### src/rtl/regfile_dump_reader.sv
// Debug read-out engine: walks the register file's spare read port from
// register 0 to NUM_REGS-1 and streams {index, value} over valid/ready.
// It only reads the register file; writes by the core stay visible until
// the moment each register is captured.
//
// Handshake: a word transfers on a rising clk edge where out_valid and
// out_ready are both high. Once out_valid is raised, out_data, out_index
// and out_valid stay stable until that transfer, unless abort or reset
// cancels the dump.
module regfile_dump_reader #(
  parameter int NUM_REGS = 32,
  parameter int ADDR_W   = 5,
  parameter int DATA_W   = 32
) (
  input  logic              clk,
  input  logic              rst_n,
  input  logic              start,
  input  logic              abort,
  output logic [ADDR_W-1:0] rd_addr,
  input  logic [DATA_W-1:0] rd_data,
  output logic              out_valid,
  input  logic              out_ready,
  output logic [DATA_W-1:0] out_data,
  output logic [ADDR_W-1:0] out_index,
  output logic              busy,
  output logic              done,
  output logic [1:0]        state_dbg
);

  typedef enum logic [1:0] {
    S_IDLE = 2'd0,
    S_LOAD = 2'd1,
    S_SEND = 2'd2,
    S_DONE = 2'd3
  } state_t;

  localparam logic [ADDR_W-1:0] LAST_IDX = (ADDR_W)'(NUM_REGS - 1);
  localparam logic [ADDR_W:0]   PTR_ONE  = {{ADDR_W{1'b0}}, 1'b1};

  state_t          state;
  // One bit wider than the address so the pointer never wraps on a full dump.
  logic [ADDR_W:0] ptr;
  logic            handshake;

  assign handshake = out_valid && out_ready;
  assign rd_addr   = ptr[ADDR_W-1:0];
  assign state_dbg = state;

  // Dump sequencer: every output is registered; abort always returns to IDLE.
  always_ff @(posedge clk or negedge rst_n) begin
    if (!rst_n) begin
      state     <= S_IDLE;
      ptr       <= '0;
      out_valid <= 1'b0;
      out_data  <= '0;
      out_index <= '0;
      busy      <= 1'b0;
      done      <= 1'b0;
    end else begin
      done <= 1'b0;
      case (state)
        S_IDLE: begin
          // abort wins over a simultaneous start
          if (start && !abort) begin
            ptr   <= '0;
            busy  <= 1'b1;
            state <= S_LOAD;
          end
        end

        S_LOAD: begin
          if (abort) begin
            busy  <= 1'b0;
            state <= S_IDLE;
          end else begin
            out_data  <= rd_data;
            out_index <= ptr[ADDR_W-1:0];
            ptr       <= ptr + PTR_ONE;
            out_valid <= 1'b1;
            state     <= S_SEND;
          end
        end

        S_SEND: begin
          if (abort) begin
            // a word accepted in this same cycle still counts as delivered
            out_valid <= 1'b0;
            busy      <= 1'b0;
            state     <= S_IDLE;
          end else if (handshake) begin
            if (out_index == LAST_IDX) begin
              out_valid <= 1'b0;
              busy      <= 1'b0;
              done      <= 1'b1;
              state     <= S_DONE;
            end else begin
              // rd_addr already points at the next register
              out_data  <= rd_data;
              out_index <= ptr[ADDR_W-1:0];
              ptr       <= ptr + PTR_ONE;
            end
          end
        end

        S_DONE: begin
          // done is high for this single cycle; a start here is dropped
          state <= S_IDLE;
        end

        default: begin
          out_valid <= 1'b0;
          busy      <= 1'b0;
          state     <= S_IDLE;
        end
      endcase
    end
  end

endmodule

### config.mk
export PLATFORM = sky130hd
export DESIGN_NAME = regfile_dump_reader
export DESIGN_NICKNAME = d
export VERILOG_FILES = /design/src/rtl/regfile_dump_reader.sv
export SDC_FILE = /design/constraint.sdc
export NUM_CORES = 1
export LEC_CHECK = 0
export CELL_PAD_IN_SITES_DETAIL_PLACEMENT = 1
export CELL_PAD_IN_SITES_GLOBAL_PLACEMENT = 1
export CORE_AREA = 3 3 66 115
export CTS_BUF_LIST = sky130_fd_sc_hd__clkbuf_2 sky130_fd_sc_hd__clkbuf_4 sky130_fd_sc_hd__clkbuf_8
export CTS_CLUSTER_SIZE = 16
export DETAILED_ROUTE_END_ITERATION = 12
export DIE_AREA = 0 0 69 118
export PLACE_DENSITY_LB_ADDON = 0.12
export SLEW_MARGIN = 20
export SYNTH_ARGS = -nofsm -noshare
export SYNTH_HDL_FRONTEND = slang
export SYNTH_SLANG_ARGS = --single-unit
export TNS_END_PERCENT = 1
### constraint.sdc
create_clock -name clk -period 1.8 [get_ports clk]
set_input_delay 0.36 -clock clk [delete_from_list [all_inputs] [get_ports clk]]
set_output_delay 0.36 -clock clk [all_outputs]
set_load 0.005 [all_outputs]
* Yosys cells after proc, flatten, opt, wreduce, memory -nomap -nowiden *
Index checks and enable logic that the tools add are counted.

word-level totals
  flip-flop bits (word level) = 48
  bits of input ports = 37
  output and inout port bits = 47
  word-level logic and storage cells = 65

cells by class
  add/subtract/negate cells = 1
  equality and inequality tests = 12
  mux-type cells = 34
  reductions and logical operators = 11

operators with widths
  operator               count
  $mux W32               4
  $pmux W32 S2           1
  $mux W6                5
  $mux W5                4
  $pmux W6 S3            1
  $ne A2 B2 Y1 const B   6
  $mux W1                10
  $mux W2                5
  $pmux W5 S2            1
  $reduce_and A5 Y1      2
  $pmux W2 S4            1
  $add A6 B1 Y6 const B  1
  $ne A3 B3 Y1 const B   2
  $reduce_and A6 Y1      1
  $eq A5 B5 Y1 const B   1
  $eq A2 B2 Y1 const B   2
  $reduce_and A4 Y1      1
  $pmux W1 S3            1
  $reduce_and A3 Y1      1
  $reduce_bool A3 Y1     1
  $eq A2 B1 Y1 const B   1
  $logic_and A1 B1 Y1    2
  $logic_not A2 Y1       1
  $pmux W1 S2            1
  other kinds (2)        2

* Logic depth before layout (Yosys ltp) *
  word-level depth = 5
  mapped depth = 6
  depth with buffers taken out = 6

* Worst setup path before layout *
No wires, ideal clock.

  kind = flip-flop to flip-flop
  start = register state[0], in the netlist state_dbg[0]
  end = register out_data[26]
  setup time = 0.125 ns
  data arrival time = 1.719 ns
  required time = 1.675 ns
  slack = -0.044 ns
  stages on the path, launching flop included = 7
  path buffers = 1
  clock period less this slack = 1.844 ns
  cells stage by stage = dfrtp_1 -> inv_1 -> ha_1 -> o2111ai_2 -> a21oi_4 -> buf_6 -> mux2_2

on the way
  longest elaborated chain between the ends = 3
  elaborated cells between the ends (all ways) = 9
  classes of those cells = eq/ne (6); mux (1); reduce/logical (2)

ends and longest elaborated chain
  element                                                              RTL line  text
  start, declared                                                      40        state_t state;
  start signal, assigned                                               52        state <= S_IDLE;
  start signal, assigned                                               67        state <= S_LOAD;
  start signal, assigned                                               74        state <= S_IDLE;
  $eq A2 B2 Y1 or $eq A2 B1 Y1 (tied branches)                         61        case (state)
  $ne A2 B2 Y1 (no source line) or $reduce_bool A2 Y1 (tied branches)  n/a
  $reduce_and A5 Y1 (no source line)                                   n/a
  end signal, assigned                                                 76        out_data <= rd_data;
  end signal, assigned                                                 98        out_data <= rd_data;
  end, declared                                                        23        output logic [DATA_W-1:0] out_data,

Several ways; a longest one is shown, not always the timed one.
A chain may end at the register's enable or synchronous reset.

* Worst setup path in the final report *
  start = register state[1], in the netlist state_dbg[1]
  end = register out_data[21]

The elaborated chain is that of the path after synthesis.

==> results.py <==
metrics = {
    "floorplan": {
        "die_area_um2": 8142,
        "initial_utilization": 0.3048,
        "die_w_um": 69,
        "rows": 40,
        "die_y_um": 118,
        "fp.coreArea_um2": 6807,
        "io-pin-count": 84,
    },
    "grt": {
        "grt_use_met1": 0.1438,
        "grt_overflow_total": 0,
        "grt_max_degree": 20,
        "grt.met3_usage": 0.05043,
        "gr-usage-met2": 0.2823,
        "busiest_layer": "met2",
        "antenna_found_initial": 0,
        "grt_pass1_wl_um": 9653,
        "grt_util_all_layers": 0.1503,
        "grt_pass1_vias": 1920,
    },
    "synth": {
        "synth_seq_cells": 47,
        "yosysSeqAreaShare": 0.5669,
        "synth_xor_area_frac": 0,
        "syn-num-nets": 189,
        "synth_top_family_by_area": "multiplexers",
        "synthAdderAreaFrac": 0.03016,
        "synth_mux_area_frac": 0.2207,
        "synth-simple-area-share": 0.07841,
        "avgSynthCellArea_um2": 14.11,
        "yosysUniqueCellTypes": 30,
        "synth_compound_area_frac": 0.07057,
        "synth_cells": 147,
        "yosysWarnings": 0,
        "syn-cell-area_um2": 2074,
    },
    "power_and_ir_drop": {
        "leakage_nw": 1.537,
        "vdd_ir_drop_max_mv": 0.8232,
        "power.density_nw_per_um2": 1668,
    },
    "detailed_routing": {
        "wl_um": 6187,
        "drc_errors": 0,
        "wl_per_cell_um": 17.93,
        "ant_nets": 0,
        "drt_iter0_markers": 45,
        "num_vias": 1641,
        "drt_first_pass_iters": 3,
        "viasPerCell": 4.757,
    },
    "critical_path": {
        "rr_startpoint": "state_dbg[1]",
        "r2r_cells": 7,
        "cp_max_fo": 10,
        "startpoint": "state_dbg[1]",
        "cp_data_arrival_time_ns": 1.96,
        "rrSetupSlack_ns": 0.02,
        "crit_path_end_kind": "flip-flop",
        "path_class": "flip-flop to flip-flop",
        "endpoint": "out_data[21]",
        "required_ns": 1.98,
        "startpoint_type": "flip-flop",
        "r2r-end": "out_data[21]",
    },
    "timing": {
        "hold-worst-slack_ns": 0.5007,
        "max_freq_ghz": 0.5626,
        "finalHoldViolations": 0,
        "finalCriticalPeriod_ns": 1.777,
        "slew_violations": 0,
        "setup_violations": 0,
        "setup_tns_ns": 0,
        "rsz0062_at_grt": "true",
        "fin_worst_skew_ns": 0.007748,
        "timing.final.crit_share": 0.9875,
        "relSlewSlack": 0.7266,
        "tightest_slew_ns": 0.4101,
    },
    "clocking": {
        "cts_tree": "done",
        "root_buffer": "clkbuf_8",
        "numCtsBuffers": 5,
        "clk_latency_ns": 0.30,
        "cts_sinks": 47,
        "path_clk_slew_ns": 0.09,
        "htreeDepth": 2,
        "clk_path_buf_depth": 2,
    },
    "placement": {
        "place_area_um2": 3079,
        "dpl.hpwl_um": 4194,
        "place_congestion": 0.7922,
        "portBuffers": 83,
    },
    "finish": {
        "drive_gt1_frac": 0.3218,
        "nets": 302,
        "num-fill-cells": 705,
        "areaGrowthSynthToFinish_pct": 70.27,
        "stdcell_area_um2": 3532,
        "diodes": 0,
        "postLayoutCoreUtil": 0.5189,
    },
    "job": {
        "drv_cap": 0,
    },
    "run_status": {
        "status": "finished clean",
    },
    "min_path": {
        "whs_path_depth": 1,
        "min-delay-path-class": "flip-flop to flip-flop",
    },
}
[power by group]
| group | total [mW] | internal (mW) | switching, mW |
|---|---|---|---|
| combinational | 3.44 | 2.30 | 1.14 |
| sequential | 1.82 | 1.53 | 0.294 |
| clock | 0.633 | 0.267 | 0.366 |
[state kept, by name, indices dropped and copies added (netlist names)]
signal	flops
out_data	32
out_index	5
ptr	5
state_dbg	2
busy	1
done	1
out_valid	1
[through the flow]
| step | power (mW) | cells | setup slack [ns] |
|---|---|---|---|
| 6_report | 5.890 | 345 | 0.02253 |
| 3_3_place_gp | 4.390 | 323 | -0.2294 |
| 3_5_place_dp | 4.442 | 323 | -0.2504 |
| 5_1_grt | 6.317 | 345 | -0.03272 |
| 2_1_floorplan | 2.989 | 147 | -0.02922 |
| 4_1_cts | 5.403 | 338 | -0.02442 |
[what timing repair did]
item / 4_1_cts / 5_1_grt
endpoints found under the hold margin: 16 / 0
resized for setup: 7 / 31
hold buffers: 1 / 0
pin swaps: 3 / 5
buffers inserted: 4 / 3
setup endpoints to repair: 42 / 42
gates cloned: 2 / 4
[cell type report]
cell class | instances | area, um^2 | share of cell area
clock inverter | 3 | 15.01 | 0.004251
clock buffer | 5 | 68.82 | 0.01948
multi-input combinational | 88 | 977.2 | 0.2767
tap | 84 | 105.1 | 0.02976
sequential | 47 | 1176 | 0.3330
timing repair buffer | 110 | 1160 | 0.3284
inverter | 8 | 30.03 | 0.008502
[worst max-delay path: stages (launching register included)]
cell and delay, ns:
dfrtp_1 0.42, buf_6 0.13, ha_4 0.16, nand2b_4 0.14, a21oi_4 0.18, buf_4 0.14, buf_12 0.13, mux2_2 0.34
[kinds of logic after synthesis]
family / count (synthesis)
simple gates: 25
compound gates: 17
fa+ha+maj: 5
mux: 41
buf+inv: 12
flops: 47
[Yosys cell counts (all sizes together)]
cell / instances / area [um^2]
a211o: 4 / 35.03
a211oi: 3 / 22.52
a21o: 1 / 8.760
a21oi: 2 / 21.27
a22oi: 1 / 12.51
and3: 3 / 18.77
buf: 4 / 38.78
dfrtp: 47 / 1176
ha: 5 / 62.56
inv: 8 / 30.03
mux2: 38 / 427.9
mux2i: 3 / 30.03
nand2: 2 / 7.510
nand2b: 3 / 18.77
nand3: 2 / 10.01
nand4: 1 / 6.260
nor2: 2 / 7.510
nor2b: 5 / 31.28
nor3b: 3 / 22.52
nor4: 1 / 12.51
nor4b: 1 / 15.01
o2111ai: 1 / 15.01
o211ai: 1 / 7.510
o21ai: 3 / 15.01
o22a: 1 / 8.760
or2: 1 / 6.260
or3: 1 / 6.260
[how the worst min path moves through the flow]
stage	startpoint	to	slack, ns
after global routing	out_data[23]	out_data[23]	0.52
after detailed placement	rst_n	out_data[5]	0.32
after CTS	out_data[9]	out_data[9]	0.50
after floorplan	rst_n	busy	0.06
after global placement	rst_n	out_data[5]	0.32
final	out_data[9]	out_data[9]	0.50
[per-layer routing]
metal	routed length (um)	share of wire	vias to the layer above
met1	2169	0.35	829
met2	3570	0.58	53
met5	0	0	-
met3	338	0.055	9
li1	-	-	750
met4	108	0.017	0
[cell usage in the layout, fill, tap and decap left out, types with 4 or more instances in the layout]
master	n
clkdlybuf4s50_1	82
mux2_4	19
inv_1	6
buf_4	16
dfrtp_1	47
nor2b_1	4
mux2_2	14
a211o_1	4
mux2_1	5
clkbuf_8	5
Note: power is estimated with default switching activity, not from simulation.
